### src/rtl/seq_pkg.sv
`default_nettype none
// +--------------------------------------------------------------------------+
// | Package  : seq_pkg                                                       |
// | Purpose  : Shared types and width helpers for the serial bit source and  |
// |            its FIFO. Holds the shifter state enum, default sizes, and    |
// |            the pointer/counter width helpers PTR_W / CNT_W.              |
// | Revision : 1.0 - initial release                                         |
// +--------------------------------------------------------------------------+
package seq_pkg;

   // Shifter states. The encoding width is fixed so that a corrupted state
   // value is always representable and can be steered back to IDLE.
   typedef enum logic [0:0] {
      IDLE  = 1'b0,
      SHIFT = 1'b1
   } ser_state_t;

   localparam int DEF_WIDTH = 8;
   localparam int DEF_DEPTH = 4;

   // PTR_W: FIFO pointer width for a given depth; pointers wrap naturally
   // because the depth is a power of two.
   function automatic int PTR_W(input int depth);
      return (depth > 1) ? $clog2(depth) : 1;
   endfunction

   // CNT_W: bit-counter width for a given word width. The counter only ever
   // reaches WIDTH-1, so $clog2(WIDTH) bits are sufficient.
   function automatic int CNT_W(input int width);
      return (width > 1) ? $clog2(width) : 1;
   endfunction

endpackage : seq_pkg
`default_nettype wire

### src/rtl/sync_fifo.sv
`default_nettype none
// +--------------------------------------------------------------------------+
// | Module   : sync_fifo                                                     |
// | Purpose  : Single-clock FIFO with registered storage, natural-wrapping   |
// |            pointers and an occupancy counter. Read data is the entry at  |
// |            the read pointer (no fall-through: a word becomes visible the |
// |            cycle after it is pushed).                                    |
// | Ports    : clk, reset (async, active-low)                                |
// |            i_push, i_push_data  - write request / data                   |
// |            i_pop                - read request (consumes o_pop_data)     |
// |            o_pop_data           - head entry                             |
// |            o_level              - occupancy 0..DEPTH                     |
// |            o_full, o_empty      - status derived from o_level            |
// | Revision : 1.0 - initial release                                         |
// +--------------------------------------------------------------------------+
module sync_fifo
   import seq_pkg::*;
#(
   parameter int WIDTH = DEF_WIDTH,
   parameter int DEPTH = DEF_DEPTH
) (
   input  logic                     clk,
   input  logic                     reset,
   input  logic                     i_push,
   input  logic [WIDTH-1:0]         i_push_data,
   input  logic                     i_pop,
   output logic [WIDTH-1:0]         o_pop_data,
   output logic [$clog2(DEPTH):0]   o_level,
   output logic                     o_full,
   output logic                     o_empty
);

   localparam int c_PTR_W = PTR_W(DEPTH);
   localparam int c_LVL_W = $clog2(DEPTH) + 1;

   logic [WIDTH-1:0]   r_mem [DEPTH];
   logic [c_PTR_W-1:0] r_wr_ptr;
   logic [c_PTR_W-1:0] r_rd_ptr;
   logic [c_LVL_W-1:0] r_level;

   logic w_push_ok;
   logic w_pop_ok;

   assign o_full  = (r_level == c_LVL_W'(DEPTH));
   assign o_empty = (r_level == '0);

   // A push is judged against the current (pre-pop) level, so a full FIFO
   // refuses a write even when a pop happens on the same edge.
   assign w_push_ok = i_push & ~o_full;
   assign w_pop_ok  = i_pop  & ~o_empty;

   always_ff @(posedge clk or negedge reset) begin
      if (!reset) begin
         r_wr_ptr <= '0;
         r_rd_ptr <= '0;
         r_level  <= '0;
      end else begin
         if (w_push_ok) begin
            r_wr_ptr <= r_wr_ptr + 1'b1;
         end
         if (w_pop_ok) begin
            r_rd_ptr <= r_rd_ptr + 1'b1;
         end
         case ({w_push_ok, w_pop_ok})
            2'b10:   r_level <= r_level + 1'b1;
            2'b01:   r_level <= r_level - 1'b1;
            default: r_level <= r_level;
         endcase
      end
   end

   // Storage carries no reset: contents are only observable once written.
   always_ff @(posedge clk) begin
      if (w_push_ok) begin
         r_mem[r_wr_ptr] <= i_push_data;
      end
   end

   assign o_pop_data = r_mem[r_rd_ptr];
   assign o_level    = r_level;

endmodule : sync_fifo
`default_nettype wire

### src/rtl/serial_bit_source.sv
`default_nettype none
// +--------------------------------------------------------------------------+
// | Module   : serial_bit_source                                             |
// | Purpose  : Buffers parallel words in a FIFO and serialises them one bit  |
// |            per clock onto ser_out, back-to-back with no idle gap when    |
// |            data is available. ser_out idles at IDLE_BIT otherwise.       |
// | Ports    : clk        - rising-edge clock                                |
// |            reset      - asynchronous, active-low                         |
// |            wr_data    - word to serialise                                |
// |            wr_valid   - wr_data valid                                    |
// |            wr_ready   - FIFO not full                                    |
// |            ser_out    - registered serial bit                            |
// |            ser_active - 1 while ser_out carries a data bit               |
// |            level      - FIFO occupancy 0..DEPTH                          |
// | Revision : 1.0 - initial release                                         |
// +--------------------------------------------------------------------------+
module serial_bit_source
   import seq_pkg::*;
#(
   parameter int WIDTH     = DEF_WIDTH,
   parameter int DEPTH     = DEF_DEPTH,
   parameter bit MSB_FIRST = 1'b1,
   parameter bit IDLE_BIT  = 1'b0
) (
   input  logic                     clk,
   input  logic                     reset,
   input  logic [WIDTH-1:0]         wr_data,
   input  logic                     wr_valid,
   output logic                     wr_ready,
   output logic                     ser_out,
   output logic                     ser_active,
   output logic [$clog2(DEPTH):0]   level
);

   localparam int            c_CNT_W = CNT_W(WIDTH);
   localparam [c_CNT_W-1:0]  c_LAST  = c_CNT_W'(WIDTH - 1);

   // FIFO interface
   logic             w_fifo_full;
   logic             w_fifo_empty;
   logic [WIDTH-1:0] w_fifo_data;
   logic             w_pop;

   // Shifter state
   ser_state_t       r_state;
   ser_state_t       w_state_nxt;
   logic [WIDTH-1:0] r_shreg;
   logic [WIDTH-1:0] w_shreg_nxt;
   logic [c_CNT_W-1:0] r_cnt;
   logic [c_CNT_W-1:0] w_cnt_nxt;
   logic             r_ser_out;
   logic             w_ser_out_nxt;
   logic             r_ser_active;
   logic             w_ser_active_nxt;
   logic             w_last;

   // Bit-order selection: the first bit of a freshly loaded word, and the
   // next bit / remaining bits of the word held in the shift register.
   logic             w_load_bit;
   logic [WIDTH-1:0] w_load_rest;
   logic             w_next_bit;
   logic [WIDTH-1:0] w_next_rest;

   sync_fifo #(
      .WIDTH (WIDTH),
      .DEPTH (DEPTH)
   ) u_fifo (
      .clk         (clk),
      .reset       (reset),
      .i_push      (wr_valid),
      .i_push_data (wr_data),
      .i_pop       (w_pop),
      .o_pop_data  (w_fifo_data),
      .o_level     (level),
      .o_full      (w_fifo_full),
      .o_empty     (w_fifo_empty)
   );

   assign wr_ready = ~w_fifo_full;

   generate
      if (MSB_FIRST) begin : g_msb_first
         assign w_load_bit  = w_fifo_data[WIDTH-1];
         assign w_load_rest = {w_fifo_data[WIDTH-2:0], 1'b0};
         assign w_next_bit  = r_shreg[WIDTH-1];
         assign w_next_rest = {r_shreg[WIDTH-2:0], 1'b0};
      end else begin : g_lsb_first
         assign w_load_bit  = w_fifo_data[0];
         assign w_load_rest = {1'b0, w_fifo_data[WIDTH-1:1]};
         assign w_next_bit  = r_shreg[0];
         assign w_next_rest = {1'b0, r_shreg[WIDTH-1:1]};
      end
   endgenerate

   // The last bit of the current word is on ser_out when cnt reaches WIDTH-1.
   assign w_last = (r_cnt == c_LAST);

   // State register (also holds the datapath and the registered outputs).
   always_ff @(posedge clk or negedge reset) begin
      if (!reset) begin
         r_state      <= IDLE;
         r_shreg      <= '0;
         r_cnt        <= '0;
         r_ser_out    <= IDLE_BIT;
         r_ser_active <= 1'b0;
      end else begin
         r_state      <= w_state_nxt;
         r_shreg      <= w_shreg_nxt;
         r_cnt        <= w_cnt_nxt;
         r_ser_out    <= w_ser_out_nxt;
         r_ser_active <= w_ser_active_nxt;
      end
   end

   // Next-state logic. Popping on the last bit of a word loads the next word
   // on the same edge, which is what keeps consecutive words gap-free.
   always_comb begin
      w_state_nxt = IDLE;
      w_pop       = 1'b0;
      case (r_state)
         IDLE: begin
            if (!w_fifo_empty) begin
               w_pop       = 1'b1;
               w_state_nxt = SHIFT;
            end
         end
         SHIFT: begin
            if (w_last) begin
               if (!w_fifo_empty) begin
                  w_pop       = 1'b1;
                  w_state_nxt = SHIFT;
               end else begin
                  w_state_nxt = IDLE;
               end
            end else begin
               w_state_nxt = SHIFT;
            end
         end
         default: begin
            w_state_nxt = IDLE;
         end
      endcase
   end

   // Output / datapath logic: values registered on the next edge.
   always_comb begin
      w_shreg_nxt      = r_shreg;
      w_cnt_nxt        = '0;
      w_ser_out_nxt    = IDLE_BIT;
      w_ser_active_nxt = 1'b0;
      if (w_pop) begin
         w_ser_out_nxt    = w_load_bit;
         w_shreg_nxt      = w_load_rest;
         w_cnt_nxt        = '0;
         w_ser_active_nxt = 1'b1;
      end else if ((r_state == SHIFT) && !w_last) begin
         w_ser_out_nxt    = w_next_bit;
         w_shreg_nxt      = w_next_rest;
         w_cnt_nxt        = r_cnt + 1'b1;
         w_ser_active_nxt = 1'b1;
      end
   end

   assign ser_out    = r_ser_out;
   assign ser_active = r_ser_active;

endmodule : serial_bit_source
`default_nettype wire

### config.mk
export PLATFORM = sky130hd
export DESIGN_NAME = serial_bit_source
export DESIGN_NICKNAME = d
export VERILOG_FILES = /design/src/rtl/seq_pkg.sv /design/src/rtl/sync_fifo.sv /design/src/rtl/serial_bit_source.sv
export SDC_FILE = /design/constraint.sdc
export NUM_CORES = 1
export LEC_CHECK = 0
export BUFFER_PORTS_ARGS = -buffer_cell sky130_fd_sc_hd__buf_2
export CAP_MARGIN = 15
export CORE_ASPECT_RATIO = 0.5
export CORE_MARGIN = 1.5
export CORE_UTILIZATION = 60
export DETAILED_ROUTE_END_ITERATION = 6
export PLACE_DENSITY = 0.8
export SYNTH_ARGS = -nofsm -noshare
export SYNTH_HDL_FRONTEND = slang
export SYNTH_SLANG_ARGS = --single-unit
### constraint.sdc
create_clock -name clk -period 3.24 [get_ports clk]
set_input_delay 0.486 -clock clk [delete_from_list [all_inputs] [get_ports clk]]
set_output_delay 0.486 -clock clk [all_outputs]
set_load 0.005 [all_outputs]
Yosys cells after proc, flatten, opt, wreduce, memory -nomap -nowiden
Memory sizes are Yosys's and may differ from the RTL's.
Index checks and enable logic that the tools add are counted.
- output and inout bits: 6
- memories kept: 1
- bits in registers: 21
- input port bits: 11
- bits in writable memories: 32
- eq/ne operators: 4
- muxes and demuxes: 16
- reductions and logical operators: 5
- bitwise logic cells: 5
- add/sub/neg operators: 5
- memories (memory ; depth ; width ; rd ports ; clocked after memory_dff ; wr ports ; line ; text):
    u_fifo.r_mem ; 4 ; 8 ; 1 ; 0 ; 1 ; sync_fifo.sv:36 ; logic [WIDTH-1:0] r_mem [DEPTH];
- operators by type and width (cell ; count):
    $mux W8 ; 2
    $mux W1 ; 9
    $add A3 B1 Y3 const B ; 2
    $eq A3 B3 Y1 const B ; 2
    $mux W3 ; 2
    $pmux W3 S2 ; 1
    $add A2 B1 Y2 const B ; 2
    $pmux W1 S2 ; 2
    $reduce_bool A2 Y1 ; 2
    $logic_not A3 Y1 ; 1
    $not A1 Y1 ; 3
    $sub A3 B1 Y3 const B ; 1
    $and A1 B1 Y1 ; 2
    $eq A2 B1 Y1 const B ; 1
    $eq A2 B2 Y1 const B ; 1
    $logic_and A1 B1 Y1 ; 1
    $logic_not A1 Y1 ; 1

Depth between registers and ports, before layout
- word-level depth: 7
- depth in mapped cells: 10
- depth with buffers taken out: 10

Modules after synthesis
Synthesis repeated with hierarchy kept, for this count alone.
- cell total of the unflattened synthesis: 121
- area total of the unflattened synthesis: 2209.6 µm²
- modules (own cells, without submodules) (module ; times used ; area an instance (µm²) ; cells each ; sequential area each (µm²)):
    sync_fifo ; 1 ; 1592.8 ; 79 ; 1136.1
    serial_bit_source ; 1 ; 616.8 ; 42 ; 325.3

Least setup slack after synthesis
No wires, ideal clock.
- path type: register to register
- from: register u_fifo.r_level[0], in the netlist u_fifo.o_level[0]
- to: register u_fifo.r_level[2], in the netlist u_fifo.o_level[2]
- slack: 1.152 ns
- arrival: 2.009 ns
- buffers on the path: 0
- stages on the path, launching flop included: 10
- clock period less this slack: 2.088 ns
- library setup time: 0.079 ns
- cell sequence: dfrtp_1 or3b_4 and2_4 inv_1 ha_1 inv_1 fa_1 xor2_1 nor2_1 xor2_1
- elaborated cells on any way between the ends: 15
- those cells by class: add/sub: 2; eq/ne: 3; mux: 4; bitwise: 4; reduce/logical: 2
- RTL lines (element ; line ; text):
    start, declared ; sync_fifo.sv:39 ; logic [c_LVL_W-1:0] r_level;
    start signal, assigned ; sync_fifo.sv:65 ; 2'b10: r_level <= r_level + 1'b1;
    start signal, assigned ; sync_fifo.sv:66 ; 2'b01: r_level <= r_level - 1'b1;
    start signal, assigned ; sync_fifo.sv:67 ; default: r_level <= r_level;
    $eq A3 B3 Y1 * ; sync_fifo.sv:44 ; assign o_full = (r_level == c_LVL_W'(DEPTH));
    $not A1 Y1 * ; n/a ;
    via wr_ready ; serial_bit_source.sv:29 ; output logic wr_ready,
    $and A1 B1 Y1 * ; sync_fifo.sv:49 ; assign w_push_ok = i_push & ~o_full;
    $eq A2 B1 Y1 / $eq A2 B2 Y1 (equally long branches) ; sync_fifo.sv:64 ; case ({w_push_ok, w_pop_ok})
    $pmux W3 S2 / $reduce_bool A2 Y1 (equally long branches) ; n/a ;
The timed path passes the listed nets; every way through them passes the cells marked *.
A chain may end at the register's enable or synchronous reset.

Worst setup path in the final report
- from: register r_cnt[0]
- to: register u_fifo.r_level[2], in the netlist u_fifo.o_level[2]
- word-level cells in the longest chain between the ends: 6
- elaborated cells on any way between the ends: 8
- those cells by class: eq/ne: 3; mux: 3; bitwise: 1; reduce/logical: 1
- RTL lines (element ; line ; text):
    start, declared ; serial_bit_source.sv:49 ; logic [c_CNT_W-1:0] r_cnt;
    start signal, assigned ; serial_bit_source.sv:109 ; r_cnt <= w_cnt_nxt;
    $eq A3 B3 Y1 * ; serial_bit_source.sv:96 ; assign w_last = (r_cnt == c_LAST);
    $mux W1 * ; serial_bit_source.sv:128 ; if (w_last) begin
    $pmux W1 S2 * ; serial_bit_source.sv:120 ; case (r_state)
    $and A1 B1 Y1 * ; sync_fifo.sv:50 ; assign w_pop_ok = i_pop & ~o_empty;
    via u_fifo.w_pop_ok ; sync_fifo.sv:42 ; logic w_pop_ok;
    $eq A2 B1 Y1 / $eq A2 B2 Y1 (equally long branches) ; sync_fifo.sv:64 ;
    $pmux W3 S2 / $reduce_bool A2 Y1 (equally long branches) ; n/a ;
Marked as above.

==> run summary <==
Vias/cell - 5.58
Min-Delay Path Class - in2async
DRT Wirelength - 3170 um
outcome - finished clean
clock tree from TritonCTS - yes
leakage power - 0.950 nW
grt total ovfl - 0
ANT nets after route - 0
xor and xnor fraction of the mapped netlist area - 2.50%
CP arrival - 2.61 ns
total number of vias - 1043
vias in the first global route - 1027
row cnt - 14
crit path kind - reg2reg
final setup vio count - 0
met3 Track Usage GR - 6.58%
most crowded layer after global routing - met1
Max FO, Critical Path - 11
layout cell share with drive strength beyond 1 - 29.5%
fillcell total - 195
clock-pin slew on the worst setup and hold paths - 0.09 ns
DRC violations left - 0
worst setup margin - 0.862 ns
Final Critical Period - 2.38 ns
Final Cycle Share - 73.4%
Post-Synth Simple-Gate Area - 7.14%
fin cells - 187
CTS Buf Count - 5
Net Sw Frac - 29.3%
die area - 3890 um^2
RePlAce Congestion - 0.751
Max Fclk - 0.421 GHz
GRT Total Usage - 19.5%
I/O pin cnt - 17
sequential area share after synthesis - 69.5%
post-synthesis adder-cell area fraction - 5.12%
cts repair resizes - 0
main combinational cell family by area after synthesis - multiplexers
Least-Margin Pin Slew - 0.595 ns
Ant. Diodes - 0
Syn Inst Count - 117
Final Hold Fails - 0
TritonRoute pass-1 iters - 4
post-synth cell types - 25
Final Slew Violations - 0
Post-Syn Nets - 136
final core occ - 73.8%
placed cell count - 179
clock sink count - 52
RSZ-0062 raised after global routing - false
CP required - 3.47 ns
synth warn - 0
routed len/inst - 17.0 um
mux share of post-synthesis cell area - 9.76%
# port buffers - 16
first-pass GRT wire length - 5210 um
Worst-Skew Late Latency - 0.30 ns
register bit count reported by yosys - 52
die height - 44.9 um
post-synthesis compound-gate area fraction - 3.69%
Synth Cell Area - 2100 um^2
Root Driver - clkbuf_8
Max-Cap Viols - 0
grt met1 use - 28.6%
crit start category - register
H-tree depth - 2
Die W - 86.7 um
Setup Fix Bufs, Post-CTS - 0
max_slew headroom - 60.4%
Starting Density - 66.3%
Net Sw Power - 0.000591 W
crit path capture type - register
clock skew - 0.00489 ns
Fin Setup TNS - 0 ns
DRC marker count from the first detailed-route iteration - 39
Seq pwr share - 51.4%
mean post-synth cell area - 18.0 um^2
pre-CTS worst setup slack - 0.880 ns
Logic pwr share - 27.3%
largest net degree at the start of global routing - 21
hold buffers post-CTS - 0
PD cells - 860 nW/um^2
initial antenna violation count - 0
area grow syn2layout - 11.2%
Nets - 157
core area - 3170 um^2
GRT met2 Usage - 28.3%
Max Root-Sink Buffers - 2
Post-DP HPWL - 2180 um
most frequent cells in the layout - edfxtp_1, dfrtp_1, buf_2
Hold Slack - 0.108 ns
Clk pwr share - 21.3%
most common cell after layout, fill and taps aside - edfxtp_1
worst vdd ir - 0.423 mV
Pint - 0.00142 W
final timing paths:
kind | start | endpoint | slack [ns] | cells past startpoint
worst max-delay path | r_cnt[0] | u_fifo.o_level[2] | 0.86 | 11
worst min-delay path | reset | u_fifo.o_level[0] | 0.11 | 1
worst max register to register | r_cnt[0] | u_fifo.o_level[2] | 0.86 | 11
worst min register to register | r_cnt[0] | r_cnt[0] | 0.44 | 1
max in group asynchronous | reset | r_cnt[0] | 2.84 | 1
min in group clk | wr_data[1] | u_fifo.r_mem[2][1] | 0.39 | 1
worst max-delay path: stages (launching register included):
cell and delay, ns:
dfrtp_1 0.36, ha_1 0.15, ha_1 0.14, nor2b_1 0.04, buf_4 0.16, nor2_2 0.36
ha_1 0.26, inv_1 0.06, fa_1 0.37, xor2_1 0.15, nor2_1 0.11, xor2_1 0.15
flip-flops by register name, indices dropped and copies added, names as in the netlist:
name / flops
r_cnt: 3
r_shreg: 7
r_state: 1
ser_active: 1
ser_out: 1
u_fifo.o_level: 3
u_fifo.r_mem: 32
u_fifo.r_rd_ptr: 2
u_fifo.r_wr_ptr: 2
cells in the mapped netlist:
master	count	area [um^2]
xor2_1	4	35.0
edfxtp_1	32	961
nor2_1	2	7.51
inv_1	8	30.0
a221o_1	6	60.1
and3_2	4	30.0
mux2_4	1	15.0
clkbuf_1	2	7.51
a22o_1	2	17.5
buf_6	1	11.3
fa_1	1	20.0
nor3_2	1	10.0
nand2b_1	1	6.26
and3_1	6	37.5
nor3b_1	1	7.51
nor2b_1	1	6.26
nor2_2	1	6.26
and2_4	1	8.76
mux4_2	8	180
or3b_4	1	11.3
and2_1	3	18.8
mux2i_1	1	10.0
dfrtp_1	20	500
xnor2_1	2	17.5
ha_1	7	87.6
routing by layer:
metal,up-vias,part of all wire [%]
met3,4,4.3
li1,484,-
met4,0,0.69
met2,26,42
met5,-,0
met1,529,53
through the flow:
stage,area (um^2),total power (W)
after floorplan,2100,0.00144
final,2340,0.00201
after CTS,2340,0.00203
after detailed placement,2230,0.00160
after global routing,2340,0.00213
after global placement,2230,0.00158
power by group through the flow:
stage | Clock, W | Combinational (W) | Sequential (W)
3_3_place_gp | 0 | 0.000537 | 0.00104
3_5_place_dp | 0 | 0.000554 | 0.00105
5_1_grt | 0.000459 | 0.000606 | 0.00106
4_1_cts | 0.000433 | 0.000556 | 0.00104
6_report | 0.000429 | 0.000548 | 0.00103
2_1_floorplan | 0 | 0.000464 | 0.000976
cell families (layout without fill, tap and decap cells):
kind of cell / Yosys count / after routing
DFF: 52 / 52
and+or+nand+nor: 22 / 22
AOI/OAI and AO/OA: 8 / 8
xor gates and xnor gates: 6 / 6
muxes: 10 / 10
buffers and inverters: 11 / 33
adders and majority gates: 8 / 8
final cells by class:
cell class	count	area (um^2)	share of cell area, %
Tap cell	48	60.1	2.57
Inverter	8	30.0	1.28
Clock inverter	2	35.0	1.50
Timing Repair Buffer	17	87.6	3.74
Clock buffer	6	72.6	3.10
Sequential cell	52	1460	62.5
Multi-Input combinational cell	54	593	25.3
No activity file was read; power rests on OpenSTA's default activity.
